[config.mk]
export PLATFORM = sky130hd
export DESIGN_NAME = matrix_writer
export DESIGN_NICKNAME = d
export VERILOG_FILES = /design/src/rtl/matrix_bram_pkg.sv /design/src/rtl/matrix_writer.sv
export SDC_FILE = /design/constraint.sdc
export NUM_CORES = 1
export LEC_CHECK = 0
export BUFFER_PORTS_ARGS = -buffer_cell sky130_fd_sc_hd__buf_2
export CAP_MARGIN = 20
export CORE_ASPECT_RATIO = 0.7
export CORE_UTILIZATION = 61
export DETAILED_ROUTE_END_ITERATION = 7
export PLACE_DENSITY = 0.86
export SLEW_MARGIN = 40
export SYNTH_ARGS = -nofsm -noshare
export SYNTH_HDL_FRONTEND = slang
export SYNTH_SLANG_ARGS = --single-unit
[constraint.sdc]
create_clock -name clk -period 8.8 [get_ports clk]
set_input_delay 1.32 -clock clk [delete_from_list [all_inputs] [get_ports clk]]
set_output_delay 1.32 -clock clk [all_outputs]
set_load 0.02 [all_outputs]
[src/rtl/matrix_bram_pkg.sv]
// Shared constants and types for the matrix BRAM writer and reader.
package matrix_bram_pkg;

    // Memory organisation: fixed-size blocks, one matrix per block
    localparam int BLOCK_SIZE          = 1152;
    localparam int MAX_MEMORY_MATRIXES = 8;
    localparam int META_WORDS          = 3;

    // Word offsets of the metadata words inside a block
    localparam int META_DIMS_OFS    = 0;
    localparam int META_NAME_LO_OFS = 1;
    localparam int META_NAME_HI_OFS = 2;

    // Field positions inside the dimensions word {rows, cols, 16'h0}
    localparam int META_FIELD_WIDTH = 8;
    localparam int META_ROWS_LSB    = 24;
    localparam int META_COLS_LSB    = 16;

    // Writer sequencing states
    typedef enum logic [2:0] {
        IDLE,
        CHECK,
        META0,
        META1,
        META2,
        DATA,
        DONE,
        ERR
    } writer_state_t;

endpackage

[src/rtl/matrix_writer.sv]
// Streams one matrix (metadata + row-major elements) into its BRAM block.
module matrix_writer #(
    parameter int MAX_MEMORY_MATRIXES = matrix_bram_pkg::MAX_MEMORY_MATRIXES,
    parameter int BLOCK_SIZE          = matrix_bram_pkg::BLOCK_SIZE,
    parameter int DATA_WIDTH          = 32,
    parameter int ADDR_WIDTH          = 14
) (
    input  logic                  clk,
    input  logic                  rst,
    input  logic                  write_req,
    input  logic [2:0]            matrix_id,
    input  logic [7:0]            rows,
    input  logic [7:0]            cols,
    input  logic [63:0]           matrix_name,
    input  logic [DATA_WIDTH-1:0] data_in,
    input  logic                  data_valid,
    output logic                  data_ready,
    output logic                  writer_ready,
    output logic                  write_done,
    output logic                  write_error,
    output logic [7:0]            matrix_valid,
    output logic                  bram_we,
    output logic [ADDR_WIDTH-1:0] bram_addr,
    output logic [DATA_WIDTH-1:0] bram_din
);
    import matrix_bram_pkg::*;

    localparam logic [15:0] MAX_ELEMS = 16'(BLOCK_SIZE - META_WORDS);

    writer_state_t         r_state;
    writer_state_t         w_nextState;
    logic [2:0]            r_id;
    logic [7:0]            r_rows;
    logic [7:0]            r_cols;
    logic [63:0]           r_name;
    logic [10:0]           r_product;
    logic [10:0]           r_count;
    logic [ADDR_WIDTH-1:0] r_base;
    logic [7:0]            r_matrixValid;
    logic                  r_bramWe;
    logic [ADDR_WIDTH-1:0] r_bramAddr;
    logic [DATA_WIDTH-1:0] r_bramDin;

    logic [15:0]           w_fullProduct;
    logic                  w_requestOk;
    logic                  w_accept;
    logic                  w_lastElem;
    logic [31:0]           w_metaDims;
    logic [ADDR_WIDTH-1:0] w_blockBase;
    logic [ADDR_WIDTH-1:0] w_elemAddr;

    // Size check uses the full 16-bit product so large requests cannot alias into range
    always_comb begin
        w_fullProduct = {8'd0, r_rows} * {8'd0, r_cols};
        w_requestOk   = (r_rows != 8'd0) && (r_cols != 8'd0) &&
                        (w_fullProduct <= MAX_ELEMS) &&
                        (int'(r_id) < MAX_MEMORY_MATRIXES);
        w_blockBase   = ADDR_WIDTH'(int'(r_id) * BLOCK_SIZE);
        w_elemAddr    = r_base + ADDR_WIDTH'(META_WORDS) + ADDR_WIDTH'(r_count);
        w_metaDims    = '0;
        w_metaDims[META_ROWS_LSB +: META_FIELD_WIDTH] = r_rows;
        w_metaDims[META_COLS_LSB +: META_FIELD_WIDTH] = r_cols;
    end

    // State register
    always_ff @(posedge clk) begin
        if (rst) begin
            r_state <= IDLE;
        end else begin
            r_state <= w_nextState;
        end
    end

    // Next-state and handshake/status outputs
    always_comb begin
        w_nextState  = r_state;
        data_ready   = 1'b0;
        writer_ready = 1'b0;
        write_done   = 1'b0;
        write_error  = 1'b0;
        w_accept     = 1'b0;
        w_lastElem   = 1'b0;
        case (r_state)
            IDLE: begin
                writer_ready = 1'b1;
                if (write_req) begin
                    w_nextState = CHECK;
                end
            end
            CHECK:   w_nextState = w_requestOk ? META0 : ERR;
            META0:   w_nextState = META1;
            META1:   w_nextState = META2;
            META2:   w_nextState = DATA;
            DATA: begin
                data_ready = (r_count < r_product);
                w_accept   = data_ready && data_valid;
                w_lastElem = w_accept && ((r_count + 11'd1) == r_product);
                if (w_lastElem) begin
                    w_nextState = DONE;
                end
            end
            DONE: begin
                write_done  = 1'b1;
                w_nextState = IDLE;
            end
            ERR: begin
                write_error = 1'b1;
                w_nextState = IDLE;
            end
            default: w_nextState = IDLE;
        endcase
    end

    // Request capture, element counting, valid bitmap and the registered BRAM port
    always_ff @(posedge clk) begin
        if (rst) begin
            r_id          <= '0;
            r_rows        <= '0;
            r_cols        <= '0;
            r_name        <= '0;
            r_product     <= '0;
            r_count       <= '0;
            r_base        <= '0;
            r_matrixValid <= '0;
            r_bramWe      <= 1'b0;
            r_bramAddr    <= '0;
            r_bramDin     <= '0;
        end else begin
            r_bramWe <= 1'b0;
            case (r_state)
                IDLE: begin
                    if (write_req) begin
                        r_id   <= matrix_id;
                        r_rows <= rows;
                        r_cols <= cols;
                        r_name <= matrix_name;
                    end
                end
                CHECK: begin
                    r_product <= w_fullProduct[10:0];
                    r_count   <= '0;
                    r_base    <= w_blockBase;
                    if (w_requestOk) begin
                        r_matrixValid[r_id] <= 1'b0;
                    end
                end
                META0: begin
                    r_bramWe   <= 1'b1;
                    r_bramAddr <= r_base + ADDR_WIDTH'(META_DIMS_OFS);
                    r_bramDin  <= DATA_WIDTH'(w_metaDims);
                end
                META1: begin
                    r_bramWe   <= 1'b1;
                    r_bramAddr <= r_base + ADDR_WIDTH'(META_NAME_LO_OFS);
                    r_bramDin  <= DATA_WIDTH'(r_name[31:0]);
                end
                META2: begin
                    r_bramWe   <= 1'b1;
                    r_bramAddr <= r_base + ADDR_WIDTH'(META_NAME_HI_OFS);
                    r_bramDin  <= DATA_WIDTH'(r_name[63:32]);
                end
                DATA: begin
                    if (w_accept) begin
                        r_bramWe   <= 1'b1;
                        r_bramAddr <= w_elemAddr;
                        r_bramDin  <= data_in;
                        r_count    <= r_count + 11'd1;
                    end
                    if (w_lastElem) begin
                        r_matrixValid[r_id] <= 1'b1;
                    end
                end
                default: ;
            endcase
        end
    end

    assign matrix_valid = r_matrixValid;
    assign bram_we      = r_bramWe;
    assign bram_addr    = r_bramAddr;
    assign bram_din     = r_bramDin;

endmodule
* After elaboration in Yosys (flattened, before gate mapping)
Index checks and enable logic that the tools add are counted.
** Word-level totals
- Bits in registers :: 170
- Logic and storage cells :: 79
- Output and inout bits :: 59
** Cells by class
- Multiplexer cells :: 23
- Reductions and logical operators :: 17
- Equality and inequality tests :: 13
- Multipliers :: 2
- Add/sub/neg operators :: 5
- Bitwise gates (word level) :: 3
- Magnitude comparators :: 4
** Operators with widths (count)
- one-hot mux 32 bit (4 select lines) :: 1
- one-hot mux 14 bit (4 select lines) :: 1
- 2-to-1 mux 32 bit :: 1
- adder 14 x 2 -> 14 bit, second input constant :: 2
- one-hot mux 11 bit (2 select lines) :: 1
- one-hot mux 3 bit (7 select lines) :: 1
- less-or-equal comparator 16 x 11 -> 1 bit, second input constant :: 1
- multiplier 8 x 8 -> 16 bit :: 1
- 2-to-1 mux 8 bit :: 2
- one-hot mux 8 bit (2 select lines) :: 1
- nonzero test 8 bit :: 2
- adder 14 x 1 -> 14 bit, second input constant :: 1
- adder 14 x 11 -> 14 bit :: 1
- 2-to-1 mux 14 bit :: 1
- == test 3 bit, second input constant :: 4
- adder 11 x 1 -> 11 bit, second input constant :: 1
- == test 11 bit :: 1
- < comparator 11 bit :: 1
- 2-to-1 mux 11 bit :: 1
- != test 2 bit, second input constant :: 5
- 2-to-1 mux 3 bit :: 3
- AND 8 bit :: 1
- 2-to-1 mux 1 bit :: 8
- NOT 8 bit :: 1
- 16 further kinds :: 24

* Depth between registers and ports, before layout
Gate-level depths: netlist of the first run.
- Depth after elaboration :: 8
- Depth in mapped cells :: 19
- Gate-level depth less buffers :: 17

* Least setup slack after synthesis of the first run
OpenSTA, ideal clock, no wires.
- Path type :: register to register
- From :: register r_cols[7]
- To :: register with a tool-made name
- Data arrival time :: 4997 ps
- Slack :: 3669 ps
- Buffers on the path :: 2
- Stages on the path, launching flop included :: 19
- Required time :: 8666 ps
- Clock period less this slack :: 5131 ps
- Cell sequence :: dfxtp_1 clkbuf_1 nand2_1 fa_1 fa_1 inv_1 fa_1 inv_1 fa_1 inv_1 ha_1 clkbuf_1 a21o_1 a31o_2 o211a_1 o41a_1 xor2_1 nor4b_2 a31oi_1
** RTL lines
- from (decl) :: line matrix_writer.sv:34 : logic [7:0] r_cols;
- from (signal assigned) :: line matrix_writer.sv:135 : r_cols <= cols;

==> results.toml, run 1 <==
[synth]
synth_edf_count = 0
ys_types = 65
ys_top_cells_by_area = "dfxtp_1, nand2_1, a21oi_1"
ys_warn_count = 0
synth.avg_cell_area_um2 = 7.84
synth_nets = 1494
ys_seq_area_share_pct = 32.9
synthCells = 1286
yosysTopAreaCellShare_pct = 32.9
async_reset_ff_share_pct = 0
synthFlopType = "dfxtp_1"
synth_seq_cells = 166
synth_area_um2 = 10100
synth_top_cell_by_area = "dfxtp_1"

[worst_setup_path]
critPathTopFamily = "adder cells"
required_ns = 9.09
timing.critical_path.to_type = "flip-flop"
crit_chain = "nand2_1, fa_1, fa_1, inv_1, fa_1, inv_1, fa_1, inv_1, ha_1, a21o_1, a31o_2, or3_1, a211oi_1, o211ai_1, nor4b_2, a31oi_1"
worstPathArrival_ns = 5.85
r2r-start = "r_cols[7]"
crit_fanout = 12
path_common_cell = "fa_1"
crit_buf_inv = 3
ff2ff_path_depth = 16
cp_slowest_cell = "dfxtp_1"
max_stage_delay_ns = 0.56
rrSetupSlack_ns = 3.24
worstSetupPathType = "reg2reg"
cp-start-kind = "flip-flop"

[timing]
period_needed_ns = 5.56
worstMarginPinSlew_ns = 0.839
finalCritPeriodShare_pct = 63.2
timing.final.max_slew_violations = 0
fin_setup_tns_ns = 0
setup_viol = 0
fmax_mhz = 180
hold_slack_ns = 0.454
slew_headroom_pct = 44.0
rsz0062_at_grt = "no"
finalHoldViolCount = 0
fin_skew_ns = 0.0169

[floorplanning]
core_area_um2 = 15800
die-area_um2 = 17100
fp.dieW_um = 156
io_pins = 178
num_rows = 38
die_y_um = 110
initial_core_util_pct = 63.7

[min_path]
hold_end = "r_name[63]"
min_from = "r_name[63]"
min_path_cells = 2
hp-class = "reg2reg"

[placed_design]
place_inst = 1589
dpl_cell_area_um2 = 11000
place.gp.congestion = 0.907
hpwl_mm = 20.1
portBuffers = 177

[pwr]
p_leak_nw = 5.02
ir_drop_uv = 164
p_per_area_nw_per_um2 = 276

[finish]
layout.cells.non_filler = 1622
final_area_um2 = 11600
syn_to_final_growth_pct = 14.6
final_nets = 1596
layout-drive-gt1-share_pct = 17.3
final_core_util_pct = 73.0

[grt]
grt_max_degree = 105
grt_pass1_wl_mm = 44.5
grt_usage_pct = 33.3
antenna_found_initial = 0
grt_pass1_vias = 8775
overflow = 0

[job]
maxCapViolCount = 0

[run_status]
status = "finished, final reports clean"

[clocking]
postCtsSetupBuffers = 0
hold_buffers = 0
cts_tree = "done"
clockBufferDepth = 2
cts-resized-gates = 0
clkTransAtPathRegs_ns = 0.07
cts.sinks = 166
root_buffer = "clkbuf_16"
cts.htree.levels = 4
clock_latency_ns = 0.43
cts_made_buffers = 17

[routing]
routed-via-count = 9769
route.detailed.drc = 0
finalWirelength_mm = 28.4
ant_nets = 0
via_per_inst = 6.02
drt-wirelength-per-cell_um = 17.5
drt_first_pass_iters = 7
first_iter_violations = 1000
-- sequential cells by signal (all words and copies together), names as in the netlist, named ones only --
signal / count
bram_we: 1
r_product: 11
r_base: 3
r_name: 64
r_rows: 8
r_state: 3
r_id: 3
bram_din: 32
bram_addr: 14
r_cols: 8
r_count: 11
-- how the worst max path moves through the flow --
stage | end | startpoint | depth (start not counted)
after detailed placement | flip-flop | r_rows[0] | 16
after floorplan | flip-flop | r_cols[7] | 18
final | flip-flop | r_cols[7] | 16
after CTS | flip-flop | r_rows[0] | 16
after global routing | flip-flop | r_cols[7] | 16
after global placement | flip-flop | r_cols[7] | 16
-- report_power, final --
part	internal (mW)	leakage, nW	switching, mW
Clock	0.389	0.286	0.359
Combinational	0.434	3.38	0.905
Sequential	0.933	1.35	0.171
Total	1.76	5.02	1.44
-- cells in the mapped netlist, drive strengths merged (3+ instances only) --
| cell | number |
|---|---|
| nand2b | 5 |
| a21oi | 152 |
| mux2i | 3 |
| o41ai | 3 |
| and2 | 55 |
| clkbuf | 92 |
| o211ai | 3 |
| nand2 | 233 |
| o311ai | 4 |
| nor3 | 42 |
| or3 | 9 |
| buf | 11 |
| a21o | 8 |
| o22ai | 4 |
| dfxtp | 166 |
| a311oi | 3 |
| a221oi | 33 |
| o2111ai | 3 |
| a31oi | 7 |
| fa | 36 |
| a22o | 16 |
| a22oi | 16 |
| nor2b | 11 |
| nand3 | 10 |
| o21ai | 23 |
| xnor2 | 11 |
| inv | 72 |
| ha | 53 |
| o21a | 4 |
| nor4 | 10 |
| nand4 | 5 |
| xor2 | 14 |
| nor3b | 4 |
| and3 | 8 |
| nor2 | 95 |
| a211oi | 30 |
| and4 | 4 |
-- layout by cell type (no fill, tap or decap), types with 10 or more instances in the layout --
cell	netlist	routed
dfxtp_1	166	164
nand2_1	232	231
nor3_1	42	42
and2_1	55	54
o21ai_0	21	21
buf_2	6	176
a221oi_1	33	33
clkbuf_16	0	17
a211oi_1	30	30
ha_1	53	53
nor2b_1	11	10
fa_1	36	36
a22o_1	16	16
nand3_1	10	10
a21oi_1	152	151
inv_1	72	72
xnor2_1	11	11
a22oi_1	16	16
nor2_1	95	94
xor2_1	14	14
-- logic make-up after synthesis --
| logic type | Yosys count | share of synthesized area (%) |
|---|---|---|
| buf+inv | 175 | 6.66 |
| fa+ha+maj | 89 | 13.7 |
| simple gates | 500 | 23.0 |
| compound gates | 327 | 21.1 |
| flops | 166 | 32.9 |
| mux | 4 | 0.409 |
| xor+xnor | 25 | 2.17 |
-- per-stage QoR --
step | power [mW] | setup WS (ns)
floorplan | 2.01 | 3.67
global placement | 2.38 | 3.52
detailed placement | 2.42 | 3.35
CTS | 3.16 | 3.30
global route | 3.37 | 2.92
finish | 3.19 | 3.24
-- metal layers --
layer  up-vias  GRT usage [%]  routed length [um]
met2       506           51.6               12700
li1       4638              -                   -
met5         -              0                   0
met1      4587           46.4               12600
met3        38           8.00                2640
met4         0           9.59                 476
-- cell type report --
cell class / count / area (um2)
flip-flops and latches: 166 / 3330
diodes: 1 / 2.50
clock inverters: 14 / 155
multi-input cells: 945 / 6130
clock buffers: 18 / 439
inverters: 72 / 270
fillers: 1254 / 4270
well taps: 220 / 275
repair buffers: 186 / 960
-- worst reg2reg max path, stage by stage, from the launching register on --
cell and delay, ns:
dfxtp_1 0.56, nand2_1 0.15, fa_1 0.54, fa_1 0.55, inv_1 0.06, fa_1 0.53
inv_1 0.05, fa_1 0.53, inv_1 0.05, ha_1 0.40, a21o_1 0.26, a31o_2 0.25
or3_1 0.37, a211oi_1 0.26, o211ai_1 0.20, nor4b_2 0.51, a31oi_1 0.17
No activity file was read; power rests on OpenSTA's default activity.
==> inputs of run 2 (changes only) <==
- CORE_UTILIZATION: 61 -> 57
- PLACE_DENSITY: 0.86 -> 0.81
- clock period: 8.8 -> 5.5 ns (I/O delays scaled with it)
==> results.toml, run 2 (synthesis gave the netlist of run 1 again) <==
[routing]
ant_nets = 0
drt_first_pass_iters = 5
first_iter_violations = 1313
route.detailed.drc = 0
finalWirelength_mm = 28.4
via_per_inst = 5.94
drt-wirelength-per-cell_um = 17.2
routed-via-count = 9794

[finish]
regArea_um2 = 3330
syn_to_final_growth_pct = 16.4
final_cell_mix = "nand2_1, buf_2, dfxtp_1"
final_core_util_pct = 68.2
largest_register_ff_count = 64
final_common_cell = "nand2_1"
multi_input_area_um2 = 6130
layout-drive-gt1-share_pct = 18.3
antenna_cells = 0
fillerInstances = 1419
largest_register = "r_name"
final_nets = 1614

[placed_design]
portBuffers = 177
place.gp.congestion = 0.930
hpwl_mm = 20.1
dpl_worst_slack_ns = 0.254

[worst_setup_path]
r2r-start = "r_cols[4]"
cp-start-kind = "flip-flop"
crit_cells = 16
crit_start = "r_cols[4]"
critPathTopFamily = "adder cells"
crit_chain = "nand2_1, fa_1, fa_1, inv_1, fa_1, inv_1, fa_1, inv_1, ha_1, a21o_1, a31o_2, or3_1, a211oi_1, o211ai_1, nor4b_2, a31oi_1"
crit_buf_inv = 3
crit_fanout = 9
path_common_cell = "fa_1"
max_stage_delay_ns = 0.53
worstPathArrival_ns = 5.62
ff2ff_path_depth = 16
worstSetupPathType = "reg2reg"
required_ns = 5.81
timing.critical_path.to_type = "flip-flop"
cp_slowest_cell = "fa_1"
rrSetupSlack_ns = 0.19

[timing]
fmax_mhz = 188
rsz0062_at_grt = "yes"
timing.final.max_slew_violations = 0
slew_headroom_pct = 42.9
period_needed_ns = 5.31
finalCritPeriodShare_pct = 96.5
fin_skew_ns = 0.0118
finalHoldViolCount = 0
worstMarginPinSlew_ns = 0.857
setup_viol = 0
setup_ws_ns = 0.194

[floorplanning]
initial_core_util_pct = 58.6
num_rows = 40
core_area_um2 = 17200
die_y_um = 113
io_pins = 178
fp.dieW_um = 161
die-area_um2 = 18200

[pwr]
p_leak_nw = 5.13
ir_drop_uv = 316
p_per_area_nw_per_um2 = 440

[grt]
overflow = 0
grt_max_degree = 87
grt_pass1_vias = 8940
grt_usage_pct = 31.3
grt_pass1_wl_mm = 45.5
antenna_found_initial = 0

[clocking]
clock_latency_ns = 0.44
cts_made_buffers = 17
cts_tree = "done"
clockBufferDepth = 2
clkTransAtPathRegs_ns = 0.07
cts.sinks = 166
cts.htree.levels = 4
hold_buffers = 0
root_buffer = "clkbuf_16"

[job]
maxCapViolCount = 0

[min_path]
hp-class = "reg2reg"

[run_status]
status = "finished, final reports clean"
[run 2: cell types whose count changed in the layout (fill, tap and decap cells not counted), moves of 2 or more]
cell        delta
clkinvlp_4     -2
inv_6          -2
buf_8          +2
buf_4         +15
clkinv_4       +2
clkinv_8       +3
[run 2: worst min path at each step]
stage,endpoint,startpoint,cells past startpoint,slack (ns)
finish,bram_addr[13],bram_addr[13],2,0.45
floorplan,r_name[63],r_name[63],2,0.43
detailed placement,r_name[63],r_name[63],2,0.44
global route,r_name[13],r_name[13],2,0.47
global placement,bram_addr[7],bram_addr[7],2,0.44
CTS,r_name[63],r_name[63],2,0.46
[run 2: routing by layer]
| layer | up-vias | GRT usage [%] | part of all wire, % |
|---|---|---|---|
| met4 | 0 | 11.2 | 2.1 |
| met1 | 4633 | 44.5 | 46 |
| met3 | 51 | 5.32 | 7.3 |
| met5 | - | 0 | 0 |
| met2 | 433 | 47.7 | 45 |
| li1 | 4677 | - | - |
[run 2: area by class of cell]
class                   count  area share, %
repair buffers            204           9.49
clock inverters            15           1.56
clock buffers              17           3.62
well taps                 231           2.46
multi-input cells         945           52.2
inverters                  72           2.30
flip-flops and latches    166           28.3
[run 2: through the flow]
stage / instances / setup TNS [ns] / hold slack, ns / area (um2) / power, mW
after detailed placement: 1618 / 0 / 0.445 / 11100 / 3.94
after floorplan: 1286 / 0 / 0.432 / 10100 / 3.21
after global routing: 1650 / -0.479 / 0.468 / 11700 / 5.47
final: 1650 / 0 / 0.454 / 11700 / 5.17
after global placement: 1616 / 0 / 0.437 / 11100 / 3.85
after CTS: 1650 / 0 / 0.455 / 11700 / 5.14
[run 2: report_power, final]
part	switching, mW	internal [mW]	leakage [nW]	total [mW]
Sequential	0.218	1.49	1.35	1.71
Clock	0.587	0.615	0.296	1.20
Combinational	1.51	0.749	3.48	2.26
[run 2: worst reg2reg max path, delay by kind of cell, from the launching register on]
family | cells | cell delay [ns]
fa+ha+maj | 5 | 2.45
compound gates | 5 | 1.12
simple gates | 3 | 0.93
flops | 1 | 0.51
buf+inv | 3 | 0.16
[run 2: repair_timing]
action	4_1_cts	5_1_grt
resized for setup	0	0
endpoints found under the setup margin	0	8
buffers inserted	0	0
hold endpoints to repair	0	0
